File: config.mk
export PLATFORM = sky130hd
export DESIGN_NAME = uart_rx_capture_buffer
export DESIGN_NICKNAME = d
export VERILOG_FILES = /design/src/rtl/uart_rx_capture_buffer_pkg.sv /design/src/rtl/uart_rx_capture_buffer_fifo.sv /design/src/rtl/uart_rx_capture_buffer.sv
export SDC_FILE = /design/constraint.sdc
export NUM_CORES = 1
export LEC_CHECK = 0
export ABC_CLOCK_PERIOD_IN_PS = 9700
export CAP_MARGIN = 20
export CORE_MARGIN = 5
export CORE_UTILIZATION = 24
export CTS_CLUSTER_SIZE = 30
export DETAILED_ROUTE_END_ITERATION = 8
export GPL_ROUTABILITY_DRIVEN = 0
export MAX_ROUTING_LAYER = met4
export PLACE_DENSITY = 0.48
export SKIP_LAST_GASP = 1
export SYNTH_ARGS = -nofsm -noshare
export SYNTH_HDL_FRONTEND = slang
export SYNTH_SLANG_ARGS = --single-unit
File: constraint.sdc
create_clock -name clk -period 9.7 [get_ports clk]
set_input_delay 1.94 -clock clk [delete_from_list [all_inputs] [get_ports clk]]
set_output_delay 1.94 -clock clk [all_outputs]
set_load 0.05 [all_outputs]
File: src/rtl/uart_rx_capture_buffer_pkg.sv
// Shared constants, width helpers and the stored-entry layout for the UART RX
// capture buffer and its per-channel FIFOs.
package uart_checker_pkg;

  localparam int C_NB_CHANNEL     = 2;
  localparam int C_DATA_WIDTH     = 8;
  localparam int C_ADDR_WIDTH     = 4;
  localparam int C_MAX_DATA_WIDTH = 9;

  function automatic int sel_width(input int nb_channel);
    return (nb_channel > 1) ? $clog2(nb_channel) : 1;
  endfunction

  function automatic int count_width(input int addr_width);
    return addr_width + 1;
  endfunction

  // Data is zero-extended to the widest legal character so one type fits all widths.
  typedef struct packed {
    logic                        perr;
    logic [C_MAX_DATA_WIDTH-1:0] data;
  } cap_entry_t;

endpackage

File: src/rtl/uart_rx_capture_buffer_fifo.sv
// One channel of the capture buffer: rising-edge capture of the RX done level,
// circular storage, occupancy tracking and the sticky overflow flag.
module uart_cap_fifo
  import uart_checker_pkg::*;
#(
  parameter int G_DATA_WIDTH = C_DATA_WIDTH,
  parameter int G_ADDR_WIDTH = C_ADDR_WIDTH,
  localparam int CNT_W       = count_width(G_ADDR_WIDTH)
) (
  input  logic                    clk,
  input  logic                    rst_n,
  input  logic                    i_rx_done,
  input  logic [G_DATA_WIDTH-1:0] i_rx_data,
  input  logic                    i_parity_err,
  input  logic                    i_flush,
  input  logic                    i_clr_err,
  input  logic                    i_rd_req,
  output logic                    o_rd_ok,
  output cap_entry_t              o_head,
  output logic [CNT_W-1:0]        o_count,
  output logic                    o_full,
  output logic                    o_empty,
  output logic                    o_overflow
);

  localparam int DEPTH = 2 ** G_ADDR_WIDTH;
  localparam logic [CNT_W-1:0] CNT_MAX = CNT_W'(DEPTH);

  logic                    rx_done_q;
  logic [G_ADDR_WIDTH-1:0] wr_ptr_q, wr_ptr_d;
  logic [G_ADDR_WIDTH-1:0] rd_ptr_q, rd_ptr_d;
  logic [CNT_W-1:0]        count_q, count_d;
  logic                    overflow_q, overflow_d;
  logic                    cap, wr_ok, rd_ok, full, empty;
  cap_entry_t              wr_entry;
  cap_entry_t              mem_q [DEPTH];

  assign full  = (count_q == CNT_MAX);
  assign empty = (count_q == '0);

  always_comb begin
    cap           = i_rx_done & ~rx_done_q;
    rd_ok         = i_rd_req & ~empty & ~i_flush;
    // A read in the same cycle frees the slot the full-buffer capture needs.
    wr_ok         = cap & ~i_flush & (~full | rd_ok);
    wr_entry.perr = i_parity_err;
    wr_entry.data = C_MAX_DATA_WIDTH'(i_rx_data);
    wr_ptr_d      = wr_ptr_q;
    rd_ptr_d      = rd_ptr_q;
    count_d       = count_q;
    overflow_d    = i_clr_err ? 1'b0 : overflow_q;
    if (cap & full & ~rd_ok & ~i_flush) begin
      overflow_d = 1'b1;
    end
    if (i_flush) begin
      wr_ptr_d = '0;
      rd_ptr_d = '0;
      count_d  = '0;
    end else begin
      if (wr_ok) wr_ptr_d = wr_ptr_q + G_ADDR_WIDTH'(1);
      if (rd_ok) rd_ptr_d = rd_ptr_q + G_ADDR_WIDTH'(1);
      if (wr_ok & ~rd_ok) begin
        count_d = count_q + CNT_W'(1);
      end else if (rd_ok & ~wr_ok) begin
        count_d = count_q - CNT_W'(1);
      end
    end
  end

  always_ff @(posedge clk) begin
    if (!rst_n) begin
      rx_done_q  <= 1'b0;
      wr_ptr_q   <= '0;
      rd_ptr_q   <= '0;
      count_q    <= '0;
      overflow_q <= 1'b0;
    end else begin
      rx_done_q  <= i_rx_done;
      wr_ptr_q   <= wr_ptr_d;
      rd_ptr_q   <= rd_ptr_d;
      count_q    <= count_d;
      overflow_q <= overflow_d;
    end
  end

  always_ff @(posedge clk) begin
    if (rst_n && wr_ok) begin
      mem_q[wr_ptr_q] <= wr_entry;
    end
  end

  assign o_rd_ok    = rd_ok;
  assign o_head     = mem_q[rd_ptr_q];
  assign o_count    = count_q;
  assign o_full     = full;
  assign o_empty    = empty;
  assign o_overflow = overflow_q;

endmodule

File: src/rtl/uart_rx_capture_buffer.sv
// Multi-channel UART RX capture buffer: per-channel FIFOs plus a shared read
// port that compares each read against an expected character.
module uart_rx_capture_buffer
  import uart_checker_pkg::*;
#(
  parameter int G_NB_CHANNEL = C_NB_CHANNEL,
  parameter int G_DATA_WIDTH = C_DATA_WIDTH,
  parameter int G_ADDR_WIDTH = C_ADDR_WIDTH,
  localparam int SEL_W       = sel_width(G_NB_CHANNEL),
  localparam int CNT_W       = count_width(G_ADDR_WIDTH)
) (
  input  logic                                 clk,
  input  logic                                 rst_n,
  input  logic [G_NB_CHANNEL-1:0]              i_rx_done,
  input  logic [G_NB_CHANNEL*G_DATA_WIDTH-1:0] i_rx_data,
  input  logic [G_NB_CHANNEL-1:0]              i_parity_err,
  input  logic [G_NB_CHANNEL-1:0]              i_flush,
  input  logic                                 i_clr_err,
  input  logic                                 i_rd_req,
  input  logic [SEL_W-1:0]                     i_rd_sel,
  input  logic                                 i_cmp_en,
  input  logic [G_DATA_WIDTH-1:0]              i_exp_data,
  output logic                                 o_rd_valid,
  output logic [G_DATA_WIDTH-1:0]              o_rd_data,
  output logic                                 o_rd_perr,
  output logic                                 o_rd_underflow,
  output logic [G_NB_CHANNEL*CNT_W-1:0]        o_count,
  output logic [G_NB_CHANNEL-1:0]              o_full,
  output logic [G_NB_CHANNEL-1:0]              o_empty,
  output logic [G_NB_CHANNEL-1:0]              o_overflow,
  output logic                                 o_mismatch,
  output logic [15:0]                          o_err_cnt
);

  logic [G_NB_CHANNEL-1:0] rd_req_ch;
  logic [G_NB_CHANNEL-1:0] rd_ok_ch;
  cap_entry_t              head_ch [G_NB_CHANNEL];

  for (genvar k = 0; k < G_NB_CHANNEL; k++) begin : g_ch
    assign rd_req_ch[k] = i_rd_req & (int'(i_rd_sel) == k);

    uart_cap_fifo #(
      .G_DATA_WIDTH (G_DATA_WIDTH),
      .G_ADDR_WIDTH (G_ADDR_WIDTH)
    ) u_fifo (
      .clk          (clk),
      .rst_n        (rst_n),
      .i_rx_done    (i_rx_done[k]),
      .i_rx_data    (i_rx_data[k*G_DATA_WIDTH +: G_DATA_WIDTH]),
      .i_parity_err (i_parity_err[k]),
      .i_flush      (i_flush[k]),
      .i_clr_err    (i_clr_err),
      .i_rd_req     (rd_req_ch[k]),
      .o_rd_ok      (rd_ok_ch[k]),
      .o_head       (head_ch[k]),
      .o_count      (o_count[k*CNT_W +: CNT_W]),
      .o_full       (o_full[k]),
      .o_empty      (o_empty[k]),
      .o_overflow   (o_overflow[k])
    );
  end

  logic                    rd_valid_q, rd_valid_d;
  logic                    rd_underflow_q, rd_underflow_d;
  logic [G_DATA_WIDTH-1:0] rd_data_q, rd_data_d;
  logic                    rd_perr_q, rd_perr_d;
  logic                    mismatch_q, mismatch_d;
  logic [15:0]             err_cnt_q, err_cnt_d;
  logic [15:0]             err_base;
  logic                    any_rd_ok, mismatch_evt;
  cap_entry_t              sel_head;

  always_comb begin
    any_rd_ok = |rd_ok_ch;
    sel_head  = '0;
    for (int k = 0; k < G_NB_CHANNEL; k++) begin
      if (rd_ok_ch[k]) sel_head = head_ch[k];
    end
    mismatch_evt   = any_rd_ok & i_cmp_en &
                     ((sel_head.data != C_MAX_DATA_WIDTH'(i_exp_data)) | sel_head.perr);
    rd_valid_d     = any_rd_ok;
    rd_underflow_d = i_rd_req & ~any_rd_ok;
    rd_data_d      = any_rd_ok ? sel_head.data[G_DATA_WIDTH-1:0] : rd_data_q;
    rd_perr_d      = any_rd_ok ? sel_head.perr : rd_perr_q;
    // Clear and a new error in the same cycle leave exactly one error recorded.
    mismatch_d     = (i_clr_err ? 1'b0 : mismatch_q) | mismatch_evt;
    err_base       = i_clr_err ? 16'd0 : err_cnt_q;
    err_cnt_d      = err_base;
    if (mismatch_evt && (err_base != 16'hFFFF)) begin
      err_cnt_d = err_base + 16'd1;
    end
  end

  always_ff @(posedge clk) begin
    if (!rst_n) begin
      rd_valid_q     <= 1'b0;
      rd_underflow_q <= 1'b0;
      rd_data_q      <= '0;
      rd_perr_q      <= 1'b0;
      mismatch_q     <= 1'b0;
      err_cnt_q      <= '0;
    end else begin
      rd_valid_q     <= rd_valid_d;
      rd_underflow_q <= rd_underflow_d;
      rd_data_q      <= rd_data_d;
      rd_perr_q      <= rd_perr_d;
      mismatch_q     <= mismatch_d;
      err_cnt_q      <= err_cnt_d;
    end
  end

  assign o_rd_valid     = rd_valid_q;
  assign o_rd_underflow = rd_underflow_q;
  assign o_rd_data      = rd_data_q;
  assign o_rd_perr      = rd_perr_q;
  assign o_mismatch     = mismatch_q;
  assign o_err_cnt      = err_cnt_q;

endmodule

==> impl_metrics.env, run 1 <==
export IMPL_pwr_share_seq_pct=51.8
export IMPL_grt_pass1_wl_um=54400
export IMPL_ctsHoldBuffers=0
export IMPL_synth_seq_cells=354
export IMPL_ir_drop_mv=0.132
export IMPL_synth_area_top_cells="edfxtp_1 (60%), mux4_2 (9.8%), dfxtp_1 (9.1%)"
export IMPL_crit_chain="clkdlybuf4s50_1, nand3b_1, o21ba_2, clkinv_1, or4_1, o211a_2, xnor2_1, nor2_1, a31oi_1, or4b_1, a21oi_1"
export IMPL_cts_made_buffers=39
export IMPL_synth_cells=879
export IMPL_post_route_util_pct=29.1
export IMPL_clk_pin_slew_worst_paths_ns=0.06
export IMPL_yosys_warnings=0
export IMPL_outcome="finished clean"
export IMPL_clock_power_share_pct=44.2
export IMPL_hp_class="reg -> reg"
export IMPL_fin_ws_ns=4.76
export IMPL_dr_pass1_iters=4
export IMPL_netlist_area_um2=14500
export IMPL_cts_buffer_depth=3
export IMPL_core_rowCount=90
export IMPL_postCtsSetupBuffers=0
export IMPL_cp_required_ns=10.18
export IMPL_num_antenna_cells=0
export IMPL_grt_pass1_vias=8187
export IMPL_io_pins=80
export IMPL_drcViolationCount=0
export IMPL_synth_seq_area_share_pct=68.8
export IMPL_leakagePower_nw=5.41
export IMPL_synth_top_area_share_pct=59.7
export IMPL_cts_max_level=2
export IMPL_routedWlPerCell_um=20.0
export IMPL_cts_tree="done"
export IMPL_powerDensity_nw_per_um2=182
export IMPL_cp_slowest_cell="or4_1"
export IMPL_fin_crit_sh_pct=50.9
export IMPL_synth_most_common_cell="edfxtp_1"
export IMPL_crit_path_start_kind="input port"
export IMPL_setup_tns_ns=0
export IMPL_synth_common_cells="edfxtp_1 (288), nor2_1 (76), dfxtp_1 (66), mux4_2 (63), nand2_1 (46)"
export IMPL_ant_nets=0
export IMPL_finalNonFillerCells=1805
export IMPL_critPathArrivalTime_ns=5.42
export IMPL_max_stage_delay_ns=0.58
export IMPL_portBuffers=79
export IMPL_syn2layout_area_growth_pct=20.9
export IMPL_wirelength_um=36000
export IMPL_worstRegToRegCells=9
export IMPL_total_power_w=0.00319
export IMPL_drive_above_1_share_pct=18.4
export IMPL_crit_buf_inv=2
export IMPL_grt_total_usage_pct=11.2
export IMPL_crit_type="in -> reg"
export IMPL_comb_power_share_pct=4.0
export IMPL_crit_family="simple AND/OR/NAND/NOR gates"
export IMPL_async_flop_share_pct=0
export IMPL_finalHoldViolCount=0
export IMPL_relSlewSlack_pct=29.3
export IMPL_worst_pin_slew_ns=1.06
export IMPL_drv_cap=0
export IMPL_internal_power_w=0.00250
export IMPL_ys_flop_type="edfxtp_1"
export IMPL_nNetsFinal=1049
export IMPL_syn_num_nets=936
export IMPL_worstSkewPairLatency_ns=0.56
export IMPL_grt_overflow=0
export IMPL_synth_area_leader_cell="edfxtp_1"
export IMPL_coreArea_um2=60100
export IMPL_initial_utilization_pct=24.1
export IMPL_synth_edff_count=288
export IMPL_drt_iter0_drc=527
export IMPL_grt_max_degree=38
export IMPL_dp_cells=1729
export IMPL_setup_viol=0
export IMPL_period_needed_ns=4.94
export IMPL_clkSinkCount=354
export IMPL_crit_fanout=12
export IMPL_fin_skew_ns=0.0152
export IMPL_drv_slew=0
export IMPL_timing_rr_end="o_err_cnt[13]"
export IMPL_ctsResizeCount=0
export IMPL_fp_dieW_um=256
export IMPL_fmax_mhz=202
export IMPL_r2r_slack_ns=5.99
export IMPL_antenna_found_initial=0
export IMPL_dieArea_um2=65400
export IMPL_via_per_inst=4.38
export IMPL_end_kind="flop"
export IMPL_post_place_ws_ns=4.15
export IMPL_avgSynthCellArea_um2=16.5
export IMPL_die_h_um=256
export IMPL_dp_hpwl_um=24000
export IMPL_rsz0062_at_grt="false"
export IMPL_synth_cell_types=68
export IMPL_ctsRootBufferMaster="clkbuf_16"
export IMPL_switching_share_pct=21.8
export IMPL_min_delay_worst_endpoint="o_rd_data[0]"
export IMPL_vias=7904
export IMPL_netSwitchingPower_w=0.000695
export IMPL_hold_path_depth=2
export IMPL_min_from="o_rd_data[0]"
power by group through the flow:
| stage | clock, W | sequential [W] | combinational, W |
|---|---|---|---|
| 5_1_grt | 0.00152 | 0.00165 | 0.000140 |
| 4_1_cts | 0.00146 | 0.00165 | 0.000131 |
| 3_3_place_gp | 0 | 0.00169 | 0.000129 |
| 2_1_floorplan | 0 | 0.00170 | 0.0000592 |
| 3_5_place_dp | 0 | 0.00169 | 0.000130 |
| 6_report | 0.00141 | 0.00165 | 0.000128 |
worst max path at each step:
stage                          start                         to  slack, ns  cells past startpoint
after floorplan             i_rd_sel  g_ch[0].u_fifo.o_count[4]       4.88                     11
after global placement    i_flush[1]              o_err_cnt[13]       4.18                     11
after detailed placement  i_flush[0]              o_err_cnt[15]       4.15                     10
after CTS                 i_flush[0]              o_err_cnt[13]       4.73                     10
after global routing      i_flush[0]              o_err_cnt[15]       4.37                     10
final                     i_flush[1]              o_err_cnt[13]       4.76                     11
cell usage in the layout, fill, tap and decap left out, drive strengths merged, types with 19 or more instances in the layout:
master         netlist  final
buf                 34     38
nand2               46     46
nor2                76     76
ha                  19     19
clkbuf              11     46
a21oi               33     33
edfxtp             288    288
mux4                65     65
dfxtp               66     66
clkdlybuf4s50        0     79
clkinv               2     24
mux2i               33     33
registers in the layout (all words and copies together) (netlist names), named ones only:
signal,cells
g_ch.u_fifo.mem_q,288
o_err_cnt,16
g_ch.u_fifo.o_count,10
g_ch.u_fifo.rd_ptr_q,8
g_ch.u_fifo.wr_ptr_q,8
o_rd_data,8
g_ch.u_fifo.o_overflow,2
g_ch.u_fifo.rx_done_q,2
o_mismatch,1
o_rd_perr,1
o_rd_underflow,1
o_rd_valid,1
worst reg2reg max path, stage by stage, from the launching register on:
cell	delay, ns
dfxtp_2	0.94
mux4_2	0.38
mux2i_1	0.11
a211oi_1	0.64
a22oi_2	0.16
xnor2_1	0.29
a2111oi_4	0.11
a31oi_1	0.39
or4b_1	0.48
a21oi_1	0.14
metrics by stage:
stage	area [um^2]	hold WS [ns]
4_1_cts	17500	0.465
3_5_place_dp	16300	0.455
5_1_grt	17500	0.474
6_report	17500	0.462
2_1_floorplan	14500	0.458
3_3_place_gp	16200	0.447
final cells by class:
type	instances	area [um^2]
inverters	13	48.8
repair buffers	117	1110
flip-flops and latches	354	9980
multi-input cells	467	4200
clock buffers	46	1000
clock inverters	26	211
well taps	782	978
fillers	6051	42600
logic make-up after synthesis:
logic type | share of synthesized area, %
compound gates | 4.49
simple gates | 7.49
buf+inv | 2.43
mux | 13.1
fa+ha+maj | 1.92
xor+xnor | 1.75
flops | 68.8
layer usage:
layer / vias up / track usage [%] / wire length (um) / part of all wire [%]
met3: 54 / 1.88 / 1060 / 2.9
met5: - / - / 0 / 0
met1: 4089 / 14.3 / 16300 / 45
li1: 3645 / - / - / -
met4: 0 / 3.16 / 828 / 2.3
met2: 116 / 18.7 / 17800 / 50
Note: power is estimated with default switching activity, not from simulation.
==> run 2: changes to the inputs <==
--- a/config.mk
+++ b/config.mk
@@ -5,7 +5,7 @@
 export SDC_FILE = /design/constraint.sdc
 export NUM_CORES = 1
 export LEC_CHECK = 0
-export ABC_CLOCK_PERIOD_IN_PS = 9700
+export ABC_CLOCK_PERIOD_IN_PS = 4600
 export CAP_MARGIN = 20
 export CORE_MARGIN = 5
 export CORE_UTILIZATION = 24
==> constraint.sdc (replaced) <==
create_clock -name clk -period 4.6 [get_ports clk]
set_input_delay 0.92 -clock clk [delete_from_list [all_inputs] [get_ports clk]]
set_output_delay 0.92 -clock clk [all_outputs]
set_load 0.05 [all_outputs]
==> run 2 against run 1 <==
  * Sequential share of layout area down 0.67 points
  * Register-to-register slack lost 5.1 ns
  * Critical endpoint unchanged
  * Critical path depth decreased by 2
  * Power is 120% higher
  * Final cell count grew 1.1%
  * Global-route usage is 0.25 points higher
  * Largest power group unchanged
  * Setup slack got worse by 3.9 ns
  * Worst hold slack got worse by 0.0013 ns
  * Wire length is 3.3% higher
==> impl_metrics.env, run 2 (synthesis results as in run 1) <==
export IMPL_routedWlPerCell_um=20.4
export IMPL_dieArea_um2=65400
export IMPL_grt_overflow=0
export IMPL_largest_register_ffs=288
export IMPL_end_kind="flop"
export IMPL_core_rowCount=90
export IMPL_ctsRootBufferMaster="clkbuf_16"
export IMPL_crit_type="reg -> reg"
export IMPL_layout_common_cells="edfxtp_1 (288), clkdlybuf4s50_1 (79), nor2_1 (76)"
export IMPL_cp_required_ns=5.06
export IMPL_crit_fanout=25
export IMPL_worstSkewPairLatency_ns=0.54
export IMPL_period_needed_ns=3.73
export IMPL_ctsResizeCount=0
export IMPL_cts_buffer_depth=3
export IMPL_nNetsFinal=1068
export IMPL_cts_tree="done"
export IMPL_rsz0062_at_grt="false"
export IMPL_fmax_mhz=268
export IMPL_ctsHoldBuffers=0
export IMPL_worstRegToRegCells=9
export IMPL_setup_tns_ns=0
export IMPL_worst_pin_slew_ns=0.893
export IMPL_mostFrequentLayoutCell="edfxtp_1"
export IMPL_crit_path_start_kind="flop"
export IMPL_setup_viol=0
export IMPL_via_per_inst=4.43
export IMPL_relSlewSlack_pct=40.5
export IMPL_grt_pass1_wl_um=55800
export IMPL_syn2layout_area_growth_pct=22.4
export IMPL_post_place_ws_ns=0.457
export IMPL_ir_drop_mv=0.245
export IMPL_ant_nets=0
export IMPL_initial_utilization_pct=24.1
export IMPL_cts_max_level=2
export IMPL_io_pins=80
export IMPL_drv_slew=0
export IMPL_comb_power_share_pct=4.0
export IMPL_min_from="o_rd_data[7]"
export IMPL_top_register="g_ch.u_fifo.mem_q"
export IMPL_min_delay_worst_endpoint="o_rd_data[7]"
export IMPL_postCtsSetupBuffers=0
export IMPL_pwr_share_seq_pct=50.2
export IMPL_dr_pass1_iters=5
export IMPL_internal_power_w=0.00548
export IMPL_hold_path_depth=2
export IMPL_powerDensity_nw_per_um2=392
export IMPL_r2r_slack_ns=0.87
export IMPL_switching_share_pct=21.1
export IMPL_clock_power_share_pct=45.8
export IMPL_fin_skew_ns=0.0199
export IMPL_grt_pass1_vias=8243
export IMPL_cts_made_buffers=39
export IMPL_drt_iter0_drc=620
export IMPL_coreArea_um2=60100
export IMPL_critPathArrivalTime_ns=4.19
export IMPL_fp_dieW_um=256
export IMPL_vias=8078
export IMPL_place_area_um2=16400
export IMPL_leakagePower_nw=5.54
export IMPL_outcome="finished clean"
export IMPL_finalHoldViolCount=0
export IMPL_drcViolationCount=0
export IMPL_grt_max_degree=29
export IMPL_fin_ws_ns=0.873
export IMPL_portBuffers=79
export IMPL_drive_above_1_share_pct=20.4
export IMPL_drv_cap=0
export IMPL_grt_total_usage_pct=11.5
export IMPL_hp_class="reg -> reg"
export IMPL_fin_area_um2=17700
export IMPL_fin_crit_sh_pct=81.0
export IMPL_timing_rr_end="o_err_cnt[13]"
export IMPL_clk_pin_slew_worst_paths_ns=0.06
export IMPL_antenna_found_initial=3
export IMPL_die_h_um=256
export IMPL_wirelength_um=37200
export IMPL_netSwitchingPower_w=0.00146
export IMPL_clkSinkCount=354
export IMPL_dp_hpwl_um=25200
[run 2: layer usage]
layer | wire length [um] | GRT usage (%) | up-vias
met4 | 650 | 2.46 | 0
met1 | 17100 | 15.8 | 4166
met2 | 17800 | 18.2 | 174
li1 | - | - | 3693
met3 | 1640 | 1.75 | 45
met5 | 0 | - | -
[run 2: area by class of cell]
cell class | count | area, um^2
Sequential cell | 354 | 9980
Multi-Input combinational cell | 467 | 4200
Timing Repair Buffer | 136 | 1230
Inverter | 13 | 48.8
Fill cell | 6027 | 42400
Clock buffer | 46 | 1040
Tap cell | 782 | 978
Clock inverter | 24 | 258
Antenna cell | 2 | 5.00
[run 2: worst max-delay path by stage]
stage | cells after the start | slack [ns] | end | startpoint
global route | 10 | 0.52 | o_err_cnt[14] | flop
floorplan | 11 | 0.80 | g_ch[0].u_fifo.o_count[4] | i_rd_sel
global placement | 12 | 0.49 | o_err_cnt[15] | i_flush[1]
CTS | 9 | 0.77 | o_err_cnt[13] | flop
detailed placement | 12 | 0.46 | o_err_cnt[13] | i_flush[1]
finish | 9 | 0.87 | o_err_cnt[13] | flop
[run 2: critical path, stage by stage, from the launching register on]
cell	delay, ns
dfxtp_2	0.90
mux4_2	0.60
nor2b_1	0.14
a211o_1	0.31
a31oi_1	0.25
xnor2_1	0.22
nor2_1	0.16
a31oi_1	0.41
or4b_1	0.48
a21oi_1	0.15
[run 2: power groups by stage]
stage / Sequential (W) / Combinational, W / Clock, W
after global placement: 0.00356 / 0.000281 / 0
after global routing: 0.00349 / 0.000303 / 0.00339
after CTS: 0.00349 / 0.000284 / 0.00325
after floorplan: 0.00358 / 0.000125 / 0
after detailed placement: 0.00356 / 0.000284 / 0
final: 0.00349 / 0.000280 / 0.00318
[run 2: per-stage QoR]
| step | cells | hold WS, ns | power (W) | utilization [%] |
|---|---|---|---|---|
| 3_3_place_gp | 1752 | 0.448 | 0.00384 | 27.3 |
| 5_1_grt | 1824 | 0.496 | 0.00718 | 29.5 |
| 2_1_floorplan | 879 | 0.458 | 0.00370 | - |
| 3_5_place_dp | 1752 | 0.447 | 0.00384 | 27.3 |
| 6_report | 1824 | 0.461 | 0.00695 | 29.5 |
| 4_1_cts | 1822 | 0.462 | 0.00702 | 29.5 |
==> edit 1 (settings of run 1) <==
`C_ADDR_WIDTH`: 4 -> 6.
--- a/src/rtl/uart_rx_capture_buffer_pkg.sv
+++ b/src/rtl/uart_rx_capture_buffer_pkg.sv
@@ -4,7 +4,7 @@
 
   localparam int C_NB_CHANNEL     = 2;
   localparam int C_DATA_WIDTH     = 8;
-  localparam int C_ADDR_WIDTH     = 4;
+  localparam int C_ADDR_WIDTH     = 6;
   localparam int C_MAX_DATA_WIDTH = 9;
 
   function automatic int sel_width(input int nb_channel);
Ports: changed (resized o_count); port bits go from 80 to 84. No check against the original RTL was run, so the function may have changed too.
==> edit 1 against run 1 <==
Sequential cell count increased by 880; clock skew increased by 20 ps; final cell count rose to 3.1 times the old value; worst setup slack got worse by 350 ps; power rose to 3.3 times the old value; critical endpoint unchanged; cell area rose to 3.2 times the old value; sequential power grew to 3.5 times the old value; via count grew to 3.1 times the old value; wire length grew to 3.7 times the old value; synthesized area rose to 3.4 times the old value.
==> edit 1: results (changes against run 1) <==
max FFs per register=1,152 (+300%); Place WS=3918 ps (-233.1 ps); synthesis warning total=0 (unchanged); ys async rst share=0 (unchanged); Post-Synth Adder-Cell Area=0.005114 (-0.01405); detailed placement HPWL=81,990 um (+240%); WL/cell=23.84 um (+19%); status=completed; Synth top cells by count=edfxtp_1 (1,152), nor2_1 (222), mux2i_1 (211); post-layout net count=2,834 (+170%); largest net degree at the start of global routing=97 (+160%); mux share of post-synthesis cell area=0.1444 (+0.01312); number of port buffers=83 (+5.1%); relative slew slack=0.1867 (-0.1062); max incr delay on CP=1100 ps (+520 ps); post-synthesis compound-gate area fraction=0.03909 (-0.005803); Peak VDD IR=0.1362 mV (+3.0%); Worst-Skew Late Latency=750 ps (+190 ps); worst min path class=reg -> reg; r2r setup slk=4410 ps (-1580 ps); Largest Register=g_ch.u_fifo.mem_q; Worst Path Max Fanout=46 (+34); Seq/Total Area, Yosys=0.7332 (+0.04530); root buffer cell=clkbuf_16; CTS buffer count=118 (+200%); Synth Net Count=2,711 (+190%); GRT Total Usage=0.1241 (+0.01176); Crit path arrival time=5940 ps (+520 ps); Slowest-stage cell, CP=a2111oi_1; synth unique cells=90 (+32%); H-tree levels=3 (+1); clk buf depth=3 (unchanged); crit path kind=reg -> reg; detailed-route via count=24.87k (+210%); fin crit share=0.5453 (+0.03579); hold_buf cts=0 (unchanged); hold path startpoint=o_rd_data[2]; initial antenna violation count=4 (+4); Area contributors post-synth=edfxtp_1 (70%), mux4_2 (9.3%), mux2i_1 (4.3%); Iter 0 DRT Violations=2,037 (+290%); Reg clk slew, reported paths=70 ps; placed cell areas=0.05285 mm^2 (+220%); Clock Skews=34.83 ps (+19.66 ps); Synth Area in XOR/XNOR=0.006532 (-0.01099); drt first pass iters=5 (+1); first-pass GRT wire length=190,100 um (+250%); post-CTS setup buffer count=0 (unchanged); share of cells above drive strength 1=0.1775 (-0.006320); Post-synth EDFFs=1,152 (+300%); Leak Pwr=16.61 nW (+210%)
edit 1: final cells by class:
type	instances	area [um^2]
fillers	20487	148200
diodes	3	7.507
well taps	2688	3363
multi-input cells	1258	11950
repair buffers	149	1274
inverters	18	68.82
clock inverters	60	503.0
clock buffers	155	3216
flip-flops and latches	1234	36260
edit 1: cells by family (layout without fill, tap and decap cells):
family,after synthesis,in the layout
other,0,3
DFF,1234,1234
xor gates and xnor gates,36,36
AOI/OAI and AO/OA,277,277
muxes,444,444
buffers and inverters,164,382
and+or+nand+nor,482,482
adders and majority gates,19,19
edit 1: routing by layer:
layer | routed length [um] | track usage
met3 | 7468 | 0.02727
met5 | 0 | -
met1 | 58080 | 0.1610
met4 | 3363 | 0.03188
met2 | 63770 | 0.1978
edit 1: worst paths after layout:
kind | to | depth (start not counted)
setup / recovery | o_err_cnt[13] | 12
hold / removal | o_rd_data[2] | 2
setup reg to reg | o_err_cnt[13] | 12
hold reg to reg | o_rd_data[2] | 2
edit 1: where the power goes:
group | internal [mW] | leakage (nW) | switching (mW)
logic | 0.0806 | 3.78 | 0.202
clock network | 2.53 | 1.81 | 2.01
registers | 5.82 | 11.0 | 0.0114
total | 8.43 | 16.6 | 2.23
edit 1: per-stage QoR:
| step | hold slack [ps] | utilization | instances |
|---|---|---|---|
| after floorplan | 445.7 | - | 2656 |
| after global placement | 449.2 | 0.2579 | 5336 |
| after detailed placement | 453.5 | 0.2581 | 5341 |
| after CTS | 462.9 | 0.2762 | 5556 |
| after global routing | 486.6 | 0.2766 | 5565 |
| final | 454.9 | 0.2766 | 5565 |
edit 1: worst max-delay path: cells and delay by family, from the launching register on:
kind	cells	cell delay (ps)
AOI/OAI and AO/OA	3	1490
xor gates and xnor gates	1	180
buffers and inverters	1	690
DFF	1	740
muxes	3	970
and+or+nand+nor	4	1050
==> edit 2 (config.mk and constraints of run 1) <==
Made on the original files. Reset style: asynchronous (`rst_n`), changed in 2 clocked blocks.
--- a/src/rtl/uart_rx_capture_buffer_fifo.sv
+++ b/src/rtl/uart_rx_capture_buffer_fifo.sv
@@ -67,7 +67,7 @@
     end
   end
 
-  always_ff @(posedge clk) begin
+  always_ff @(posedge clk or negedge rst_n) begin
     if (!rst_n) begin
       rx_done_q  <= 1'b0;
       wr_ptr_q   <= '0;
--- a/src/rtl/uart_rx_capture_buffer.sv
+++ b/src/rtl/uart_rx_capture_buffer.sv
@@ -91,7 +91,7 @@
     end
   end
 
-  always_ff @(posedge clk) begin
+  always_ff @(posedge clk or negedge rst_n) begin
     if (!rst_n) begin
       rd_valid_q     <= 1'b0;
       rd_underflow_q <= 1'b0;
Function: differs if rst_n is asserted again (counterexample within 4 cycles, from zero or initial values and one cycle with rst_n low); with rst_n held inactive, the same outputs for 4 cycles.
==> edit 2 against run 1 <==
Synthesized area shrank 0.47%; register-to-register slack lost 380 ps; wire length shrank 3.0%; hold slack gained 19 ps; synthesized cell count shrank 5.8%; count of clock-buffer cells in the layout grew 1; via count shrank 3.6%; cell area shrank 0.98%; sequential cell count shrank 8; final cell count shrank 3.6%; worst setup slack lost 290 ps.
Power is not compared: it rests on default switching activity, and its combinational part moved more than twofold at a synthesized area within 25%.
==> edit 2: results (changes against run 1) <==
Seq/Total Area, Yosys=0.7001 (+0.01224); WL met1=16,760 um (+2.7%); met2 WL=15,230 um (-15%); first-pass GRT wire length=51,950 um (-4.5%); Worst-Skew Late Latency=540 ps (-20 ps); Synth Area in XOR/XNOR=0.02186 (+0.004332); met3 usage=0.02835 (+0.009509); drt first pass iters=5 (+1); fill cell count=5,889 (-2.7%); ys async rst share=0.1676 (+0.1676); GRT Total Usage=0.1100 (-0.002356); Worst Path Max Fanout=18 (+6); largest net degree at the start of global routing=55 (+45%); Synth Net Count=885 (-5.4%); Vias/cell=4.377 (about the same); worst reg2reg endpoint=o_err_cnt[1]; post-route insts no fill=1,740 (-3.6%); root buffer cell=clkbuf_16; Crit path arrival time=5640 ps (+220 ps); met1 usage=0.1569 (+0.01394); Cells after Synth=828 (-5.8%); synth unique cells=52 (-24%); r2r setup slk=5610 ps (-380 ps); Post-Synth Adder-Cell Area=0.01926 (+0.00008977); Iter 0 DRT Violations=479 (-9.1%); hold path startpoint=o_rd_data[6]; Slowest-stage cell, CP=clkdlybuf4s50_1; met3 wire length=2404 um (+130%); worst slew pin tran=1107 ps (+50.61 ps); WHS=480.8 ps (+18.83 ps); share of cells above drive strength 1=0.1828 (-0.001011); Synth top cells by count=edfxtp_1 (288), mux4_2 (73), dfrtp_1 (58); placed cell areas=0.01618 mm^2 (-0.59%); detailed placement HPWL=22,440 um (-6.5%); CTS buffer count=38 (-2.6%); met2 Usage GRT=0.1577 (-0.02899); post-synthesis compound-gate area fraction=0.02481 (-0.02009); Hold Crit Endpoint=o_rd_data[6]; mux share of post-synthesis cell area=0.1451 (+0.01380); post-layout net count=992 (-5.4%); status=completed; cells on worst reg2reg path=10 (+1); Clock Skews=25.32 ps (+10.14 ps)
## edit 2: changes by cell type after synthesis, sizes merged, moves of 8 or more
cell   delta
dfxtp    -66
dfrtp    +58
nor2     -19
a21oi    -18
mux4     +12
mux2i     -8
nor3      +8
## edit 2: final cells by class
| class | instances | area share |
|---|---|---|
| Antenna cell | 4 | 0.0005767 |
| Clock buffer | 47 | 0.05796 |
| Clock inverter | 21 | 0.008795 |
| Inverter | 13 | 0.002811 |
| Multi-Input combinational cell | 423 | 0.2316 |
| Sequential cell | 346 | 0.5822 |
| Tap cell | 773 | 0.05572 |
| Timing Repair Buffer | 113 | 0.06034 |
## edit 2: cells by family (layout without fill, tap and decap cells)
group / count (synthesis) / in the layout
AND/OR/NAND/NOR: 201 / 201
AO/OA/AOI/OAI: 55 / 55
XOR/XNOR: 36 / 36
buffers and inverters: 59 / 194
multiplexers: 110 / 110
flip-flops: 346 / 346
other: 0 / 4
adder cells (fa/ha/maj): 21 / 21
## edit 2: worst max-delay path by stage
stage | endpoint | startpoint | cells after the start | slack (ps)
global placement | o_err_cnt[1] | i_flush[0] | 10 | 3960
detailed placement | o_err_cnt[1] | i_flush[0] | 10 | 3940
finish | o_err_cnt[1] | i_flush[0] | 10 | 4470
floorplan | g_ch[1].u_fifo.o_count[4] | i_flush[1] | 11 | 5160
CTS | o_err_cnt[1] | i_flush[0] | 10 | 4490
global route | o_err_cnt[1] | i_flush[0] | 10 | 4300
## edit 2: stage by stage
step,util,worst slack [ps]
finish,0.2930,4466
global route,0.2929,4297
CTS,0.2926,4489
detailed placement,0.2731,3941
global placement,0.2729,3965
floorplan,-,5163
